`src/rtl/enq_pkt_desc_arb.sv`:
```
// enq_pkt_desc_arb: round-robin merge of N enqueue descriptor FIFOs into one registered valid/ready stream.
// Weighted round-robin is built when ENQ_PKT_DESC_ARB_WRR_EN is defined; reset port name comes from RESET_SIG.
`ifndef RESET_SIG
`define RESET_SIG rst
`endif
module enq_pkt_desc_arb #(
   parameter int N_PORTS    = 4,
   parameter int PORT_NBITS = 2,
   parameter int DESC_W     = 32
) (
   input  logic                            clk,
   input  logic                            `RESET_SIG,
   input  logic                            arb_en,
   input  logic [N_PORTS-1:0]              fifo_empty,
   input  logic [N_PORTS-1:0][DESC_W-1:0]  fifo_dout,
   output logic [N_PORTS-1:0]              fifo_rd,
   output logic                            enq_valid,
   input  logic                            enq_ready,
   output logic [DESC_W-1:0]               enq_desc,
   output logic [PORT_NBITS-1:0]           enq_port,
   output logic                            busy,
   input  logic [N_PORTS-1:0][3:0]         port_weight
);
   logic [N_PORTS-1:0]    req;
   logic [PORT_NBITS-1:0] rr_ptr, gnt, gnt_nxt, idx;
   logic                  load_ok, grant_v;
   assign req     = ~fifo_empty;
   assign load_ok = ~enq_valid | enq_ready;
   assign grant_v = ~`RESET_SIG & arb_en & load_ok & |req;
   assign fifo_rd = grant_v ? N_PORTS'(1) << gnt : '0;
   assign busy    = enq_valid | |req;
   assign gnt_nxt = (int'(gnt) == N_PORTS - 1) ? '0 : gnt + 1'b1;
   // Scan from the farthest slot back so the first requester at/after rr_ptr wins.
   always_comb begin
      gnt = '0;
      idx = '0;
      for (int k = N_PORTS - 1; k >= 0; k--) begin
         idx = PORT_NBITS'((int'(rr_ptr) + k) % N_PORTS);
         if (req[idx]) gnt = idx;
      end
   end
   always_ff @(posedge clk or posedge `RESET_SIG) begin
      if (`RESET_SIG) begin
         enq_valid <= 1'b0;
         enq_desc  <= '0;
         enq_port  <= '0;
      end else if (grant_v) begin
         enq_valid <= 1'b1;
         enq_desc  <= fifo_dout[gnt];
         enq_port  <= gnt;
      end else if (enq_ready) begin
         enq_valid <= 1'b0;
      end
   end
`ifdef ENQ_PKT_DESC_ARB_WRR_EN
   logic [3:0] burst_cnt, wt;
   assign wt = (port_weight[gnt] == 4'd0) ? 4'd1 : port_weight[gnt];
   // A grant that skips ahead of rr_ptr starts a fresh burst on the granted port.
   always_ff @(posedge clk or posedge `RESET_SIG) begin
      if (`RESET_SIG) begin
         rr_ptr    <= '0;
         burst_cnt <= '0;
      end else if (grant_v) begin
         if (gnt == rr_ptr) begin
            if ({1'b0, burst_cnt} + 5'd1 >= {1'b0, wt}) begin
               rr_ptr    <= gnt_nxt;
               burst_cnt <= '0;
            end else begin
               burst_cnt <= burst_cnt + 4'd1;
            end
         end else if (wt == 4'd1) begin
            rr_ptr    <= gnt_nxt;
            burst_cnt <= '0;
         end else begin
            rr_ptr    <= gnt;
            burst_cnt <= 4'd1;
         end
      end
   end
`else
   logic unused_weight;
   assign unused_weight = ^port_weight;
   always_ff @(posedge clk or posedge `RESET_SIG) begin
      if (`RESET_SIG) rr_ptr <= '0;
      else if (grant_v) rr_ptr <= gnt_nxt;
   end
`endif
endmodule

```
`config.mk`:
```
export PLATFORM = sky130hd
export DESIGN_NAME = enq_pkt_desc_arb
export DESIGN_NICKNAME = d
export VERILOG_FILES = /design/src/rtl/enq_pkt_desc_arb.sv
export SDC_FILE = /design/constraint.sdc
export NUM_CORES = 1
export LEC_CHECK = 0
export CORE_MARGIN = 2
export CORE_UTILIZATION = 30
export DETAILED_ROUTE_END_ITERATION = 10
export GPL_TIMING_DRIVEN = 0
export PLACE_DENSITY = 0.78
export SLEW_MARGIN = 20
export SYNTH_ARGS = -nofsm -noshare
export SYNTH_HDL_FRONTEND = slang
export SYNTH_SLANG_ARGS = --single-unit
```
`constraint.sdc`:
```
create_clock -name clk -period 2.3 [get_ports clk]
set_input_delay 0.23 -clock clk [delete_from_list [all_inputs] [get_ports clk]]
set_output_delay 0.23 -clock clk [all_outputs]
set_load 0.01 [all_outputs]
```
# [Word-level counts from Yosys, hierarchy flattened]
# Cells that the tools add are included.
[word_totals] wordCells=43 regBits=37 output_inout_bits=40 input_bits=152
[op_classes] order_cmp=5 shift=1 n_mux=18 n_eq_ne=1 add_sub_neg=4 reduce_logical=2 bitwise=8
[ops] op="32-bit binary-select mux with 2-bit select" count=1
[ops] op="32-bit two-way mux" count=1
[ops] op="2-bit by 3-bit < comparator with 1-bit output (second input constant)" count=5
[ops] op="2-bit two-way mux" count=5
[ops] op="1-bit binary-select mux with 2-bit select" count=4
[ops] op="1-bit two-way mux" count=6
[ops] op="2-bit by 1-bit adder with 2-bit output (second input constant)" count=2
[ops] op="2-bit adder (second input constant)" count=2
[ops] op="4-bit two-way mux" count=1
[ops] op="4-bit NOT" count=1
[ops] op="4-bit OR reduction" count=1
[ops] op="1-bit by 2-bit left shift with 4-bit output (first input constant)" count=1
[ops] op="1-bit AND" count=3
[ops] op="2-bit by 1-bit == test with 1-bit output (second input constant)" count=1
[ops] op="1-bit NOT" count=2
[ops] op="1-bit OR" count=2
[ops] op="2-bit nonzero test" count=1

# [Longest topological paths before layout]
[depth] word_depth=9 depth_mapped=7 ltp_nobuf=5

# [Worst setup path before layout]
# Ideal clock, no wire load.
[synth_timing] kind="in2out" startpoint="input rst" endpoint="output fifo_rd[2]" arrival_time_ps=2155 path_slack_ps=-85 path_stages=5 required_time_ps=2070 n_path_buf=1 cell_sequence="inv_1 -> nand4_1 -> nand3b_1 -> clkbuf_1 -> nor2_1"
[synth_between] elab_chain_cells=5
[synth_rtl] item="1-bit NOT (no source line)"
[synth_rtl] item="1-bit AND (3 in series)" line="29" text="assign grant_v = ~`RESET_SIG & arb_en & load_ok & |req;"
[synth_rtl] item="4-bit two-way mux" line="30" text="assign fifo_rd = grant_v ? N_PORTS'(1) << gnt : '0;"
[synth_rtl] item="end, declared" line="16" text="output logic [N_PORTS-1:0] fifo_rd,"
# No other way between the ends.

# [Worst setup path after layout]
[layout_timing] startpoint="register rr_ptr[1]" endpoint="output fifo_rd[0]"
[layout_between] elab_chain_cells=9 word_cells_on_any_way=17 classes_between="3 x add/sub; 1 x shift; 13 x mux"
[layout_rtl] item="start, declared" line="25" text="logic [PORT_NBITS-1:0] rr_ptr, gnt, gnt_nxt, idx;"
[layout_rtl] item="start signal, assigned" line="85" text="else if (grant_v) rr_ptr <= gnt_nxt;"
[layout_rtl] item="2-bit adder" line="38" text="idx = PORT_NBITS'((int'(rr_ptr) + k) % N_PORTS);"
[layout_rtl] item="1-bit binary-select mux with 2-bit select" line="39" text="if (req[idx]) gnt = idx;"
[layout_rtl] item="1-bit two-way mux (implied by the code)" line="39"
[layout_rtl] item="2-bit two-way mux (3 in series)" line="39"
[layout_rtl] item="2-bit two-way mux *" line="39"
[layout_rtl] item="1-bit by 2-bit left shift with 4-bit output *" line="30"
[layout_rtl] item="4-bit two-way mux *" line="30"
# Mark *: on every way between the ends. The rest lies on a longest branch, timed or not. The select of a mux whose other input is x is not followed.

==> flow_metrics.tcl <==
set metrics [dict create \
    grtUsageTotal_pct 22.7 \
    relSlewSlack_pct 61.2 \
    final_area_um2 4390 \
    ys_seq_area_share_pct 39.6 \
    die-width_um 92.3 \
    antenna_found_initial 0 \
    finalHoldViolCount 0 \
    viasPerCell 4.91 \
    end_kind "output port" \
    path_max_fanout 10 \
    period_share_pct 95.1 \
    finish.cell_count_without_fillers 612 \
    multi_input_area_um2 1270 \
    cap_violations 0 \
    cpPeakStageDelay_ns 0.39 \
    grt_pass1_vias 3127 \
    grt_pass1_wl_um 15400 \
    regArea_um2 926 \
    coreArea_um2 7650 \
    crit_required_ns 2.07 \
    dr.first_iter.drc_count 176 \
    powerDensity_nw_per_um2 786 \
    syn_avg_cell_area_um2 7.38 \
    max_freq_mhz 457 \
    numPortBuffers 175 \
    hold_class "input port to async pin" \
    dp_slack_ns -1.53 \
    place.gp.congestion 0.808 \
    cts.htree.levels 2 \
    cts_tree "done" \
    crit_path_top_delay_cell "dfrtp_1" \
    rsz0062_at_grt "false" \
    path_class "register to output port" \
    yosysTopAreaCellShare_pct 39.6 \
    fin_skew_ns 0.00655 \
    ys_warn_count 0 \
    placed_area_um2 4220 \
    overflow 0 \
    cp_common_cell "buf_4" \
    min_period_ns 2.19 \
    synth_cell_types 27 \
    power.leakage_nw 2.04 \
    nNetsFinal 662 \
    start_util_pct 30.6 \
    die_area_um2 8520 \
    path_buf_inv 4 \
    vias 3004 \
    dr.pass1.iters 5 \
    critical-path-top-delay-family "buffers and inverters" \
    synth_top_area_cell "dfrtp_1" \
    synthTopCellsByArea "dfrtp_1 40%, nand2_1 21%, a21oi_1 14%" \
    clk_latency_ns 0.29 \
    start_kind "register" \
    worst_pin_slew_ns 0.583 \
    holdBufCountCts 0 \
    placedCellCount 594 \
    rows 32 \
    ys_seq_elements 37 \
    num_antenna_cells 0 \
    crit_path_cell_trace "buf_4, mux2i_1, a221oi_2, buf_4, buf_4, nor2_1, dlygate4sd2_1" \
    numCtsBuffers 5 \
    slew_viol_final 0 \
    die_h_um 92.3 \
    drt-total-wl_um 9720 \
    holdWs_ns 0.206 \
    syn_to_final_growth_pct 87.9 \
    clk_pin_slew_ns 0.08 \
    finalSetupViolations 0 \
    clk_path_buf_depth 2 \
    netlist_area_um2 2340 \
    cts_root_buf "clkbuf_8" \
    drc 0 \
    synthCells 317 \
    outcome "complete, no violations" \
    drive_gt1_share_pct 7.06 \
    wl_per_cell_um 15.9 \
    dp_hpwl_um 7020 \
    cp.arrival_ns 1.96 \
    io_pins 192 \
    antenna_left 0 \
    fin_ws_ns 0.112 \
    numClockSinks 37 \
    fillers 705 \
    syn_nets 469 \
    tns_ns 0 \
    grt_max_degree 20 \
    ir_drop_uv 420 \
]
[where the power goes]
group          internal [W]  total [W]  switching [W]
registers          0.000907    0.00105       0.000147
logic               0.00106    0.00193       0.000866
clock network      0.000238   0.000470       0.000232
[logic make-up after synthesis]
kind of cell | after synthesis | synth area share (%)
mux | 1 | 0.428
xor+xnor | 1 | 0.375
buf+inv | 26 | 5.99
simple gates | 147 | 24.9
compound gates | 105 | 28.7
flops | 37 | 39.6
[worst register-to-register path: cells and delay by family (launching register included)]
kind	cells	cell delay (ns)
flops	1	0.39
mux	1	0.15
simple gates	1	0.16
compound gates	3	0.73
buf+inv	3	0.57
[placed cells by master (no fill, tap or decap)]
cell type	synthesis	final
and2_1	1	1
nand2_1	132	132
nand3b_1	1	1
buf_4	3	14
clkbuf_2	0	1
o21bai_1	1	1
buf_2	7	6
nor3_1	1	1
a221oi_2	1	1
o21ai_0	1	1
clkdlybuf4s50_1	0	169
o21ai_1	1	1
o221ai_1	1	1
a211o_1	32	32
dlygate4sd2_1	0	4
a21oi_1	65	65
inv_1	2	1
dfrtp_1	37	37
a221o_1	1	1
nand4_1	2	2
clkinvlp_4	0	2
nor2_1	4	4
buf_6	3	4
nand2b_1	3	3
or2_2	1	1
mux2i_1	1	1
xnor2_1	1	1
clkbuf_8	0	7
nor2b_1	1	1
a21o_1	2	2
clkbuf_1	11	11
and3b_1	1	1
[Yosys cell counts]
| library cell | count |
|---|---|
| nand2b_1 | 3 |
| nand3b_1 | 1 |
| or2_2 | 1 |
| nand4_1 | 2 |
| a221o_1 | 1 |
| nor2b_1 | 1 |
| a21o_1 | 2 |
| clkbuf_1 | 11 |
| and3b_1 | 1 |
| nand2_1 | 132 |
| o21bai_1 | 1 |
| nor2_1 | 4 |
| xnor2_1 | 1 |
| mux2i_1 | 1 |
| buf_2 | 7 |
| a21oi_1 | 65 |
| inv_1 | 2 |
| o21ai_1 | 1 |
| a221oi_2 | 1 |
| buf_6 | 3 |
| buf_4 | 3 |
| dfrtp_1 | 37 |
| o21ai_0 | 1 |
| o221ai_1 | 1 |
| a211o_1 | 32 |
| nor3_1 | 1 |
| and2_1 | 1 |
[per-layer routing]
metal	GRT usage, %	wire length [um]	up-vias	share of wire [%]
li1	-	-	1461	-
met1	27.6	3950	1399	41
met2	40.7	4920	138	51
met3	5.94	795	6	8.2
met4	4.35	57	0	0.59
met5	0	0	-	0
[final timing paths]
check	from	end	slack (ns)	cells past startpoint
max	rr_ptr[1]$_DFFE_PP0P_	fifo_rd[0]	0.11	7
max reg2reg	rr_ptr[1]$_DFFE_PP0P_	enq_desc[2]$_DFFE_PP0P_	0.18	8
min in group clk	enq_port[1]$_DFFE_PP0P_	enq_port[1]$_DFFE_PP0P_	0.49	2
min	rst	enq_desc[22]$_DFFE_PP0P_	0.21	2
min reg2reg	enq_port[1]$_DFFE_PP0P_	enq_port[1]$_DFFE_PP0P_	0.49	2
max in group asynchronous	rst	enq_desc[31]$_DFFE_PP0P_	1.78	3
[timing repair]
action	CTS	global route
gates resized for setup	14	4
buffers inserted	10	0
pin swaps	4	0
endpoints found under the setup margin	41	2
gates cloned	1	0
[area by class of cell]
cell class	count	area share [%]
Multi-Input combinational cell	254	29.0
Buffer	24	3.45
Timing Repair Buffer	185	41.2
Sequential cell	37	21.1
Clock buffer	7	1.96
Inverter	2	0.256
Timing Repair inverter	1	0.171
Tap cell	102	2.90
[stage by stage]
step           total power (W)  utilization (%)
2_1_floorplan          0.00193                -
5_1_grt                0.00369             57.5
3_3_place_gp           0.00288             55.2
6_report               0.00345             57.5
4_1_cts                0.00348             57.5
3_5_place_dp           0.00292             55.2
[flip-flops by register name, indices dropped and copies added (netlist names)]
register and flops:
enq_port 2, rr_ptr 2, enq_desc 32, enq_valid 1
Power figures use the tool's default switching activity.
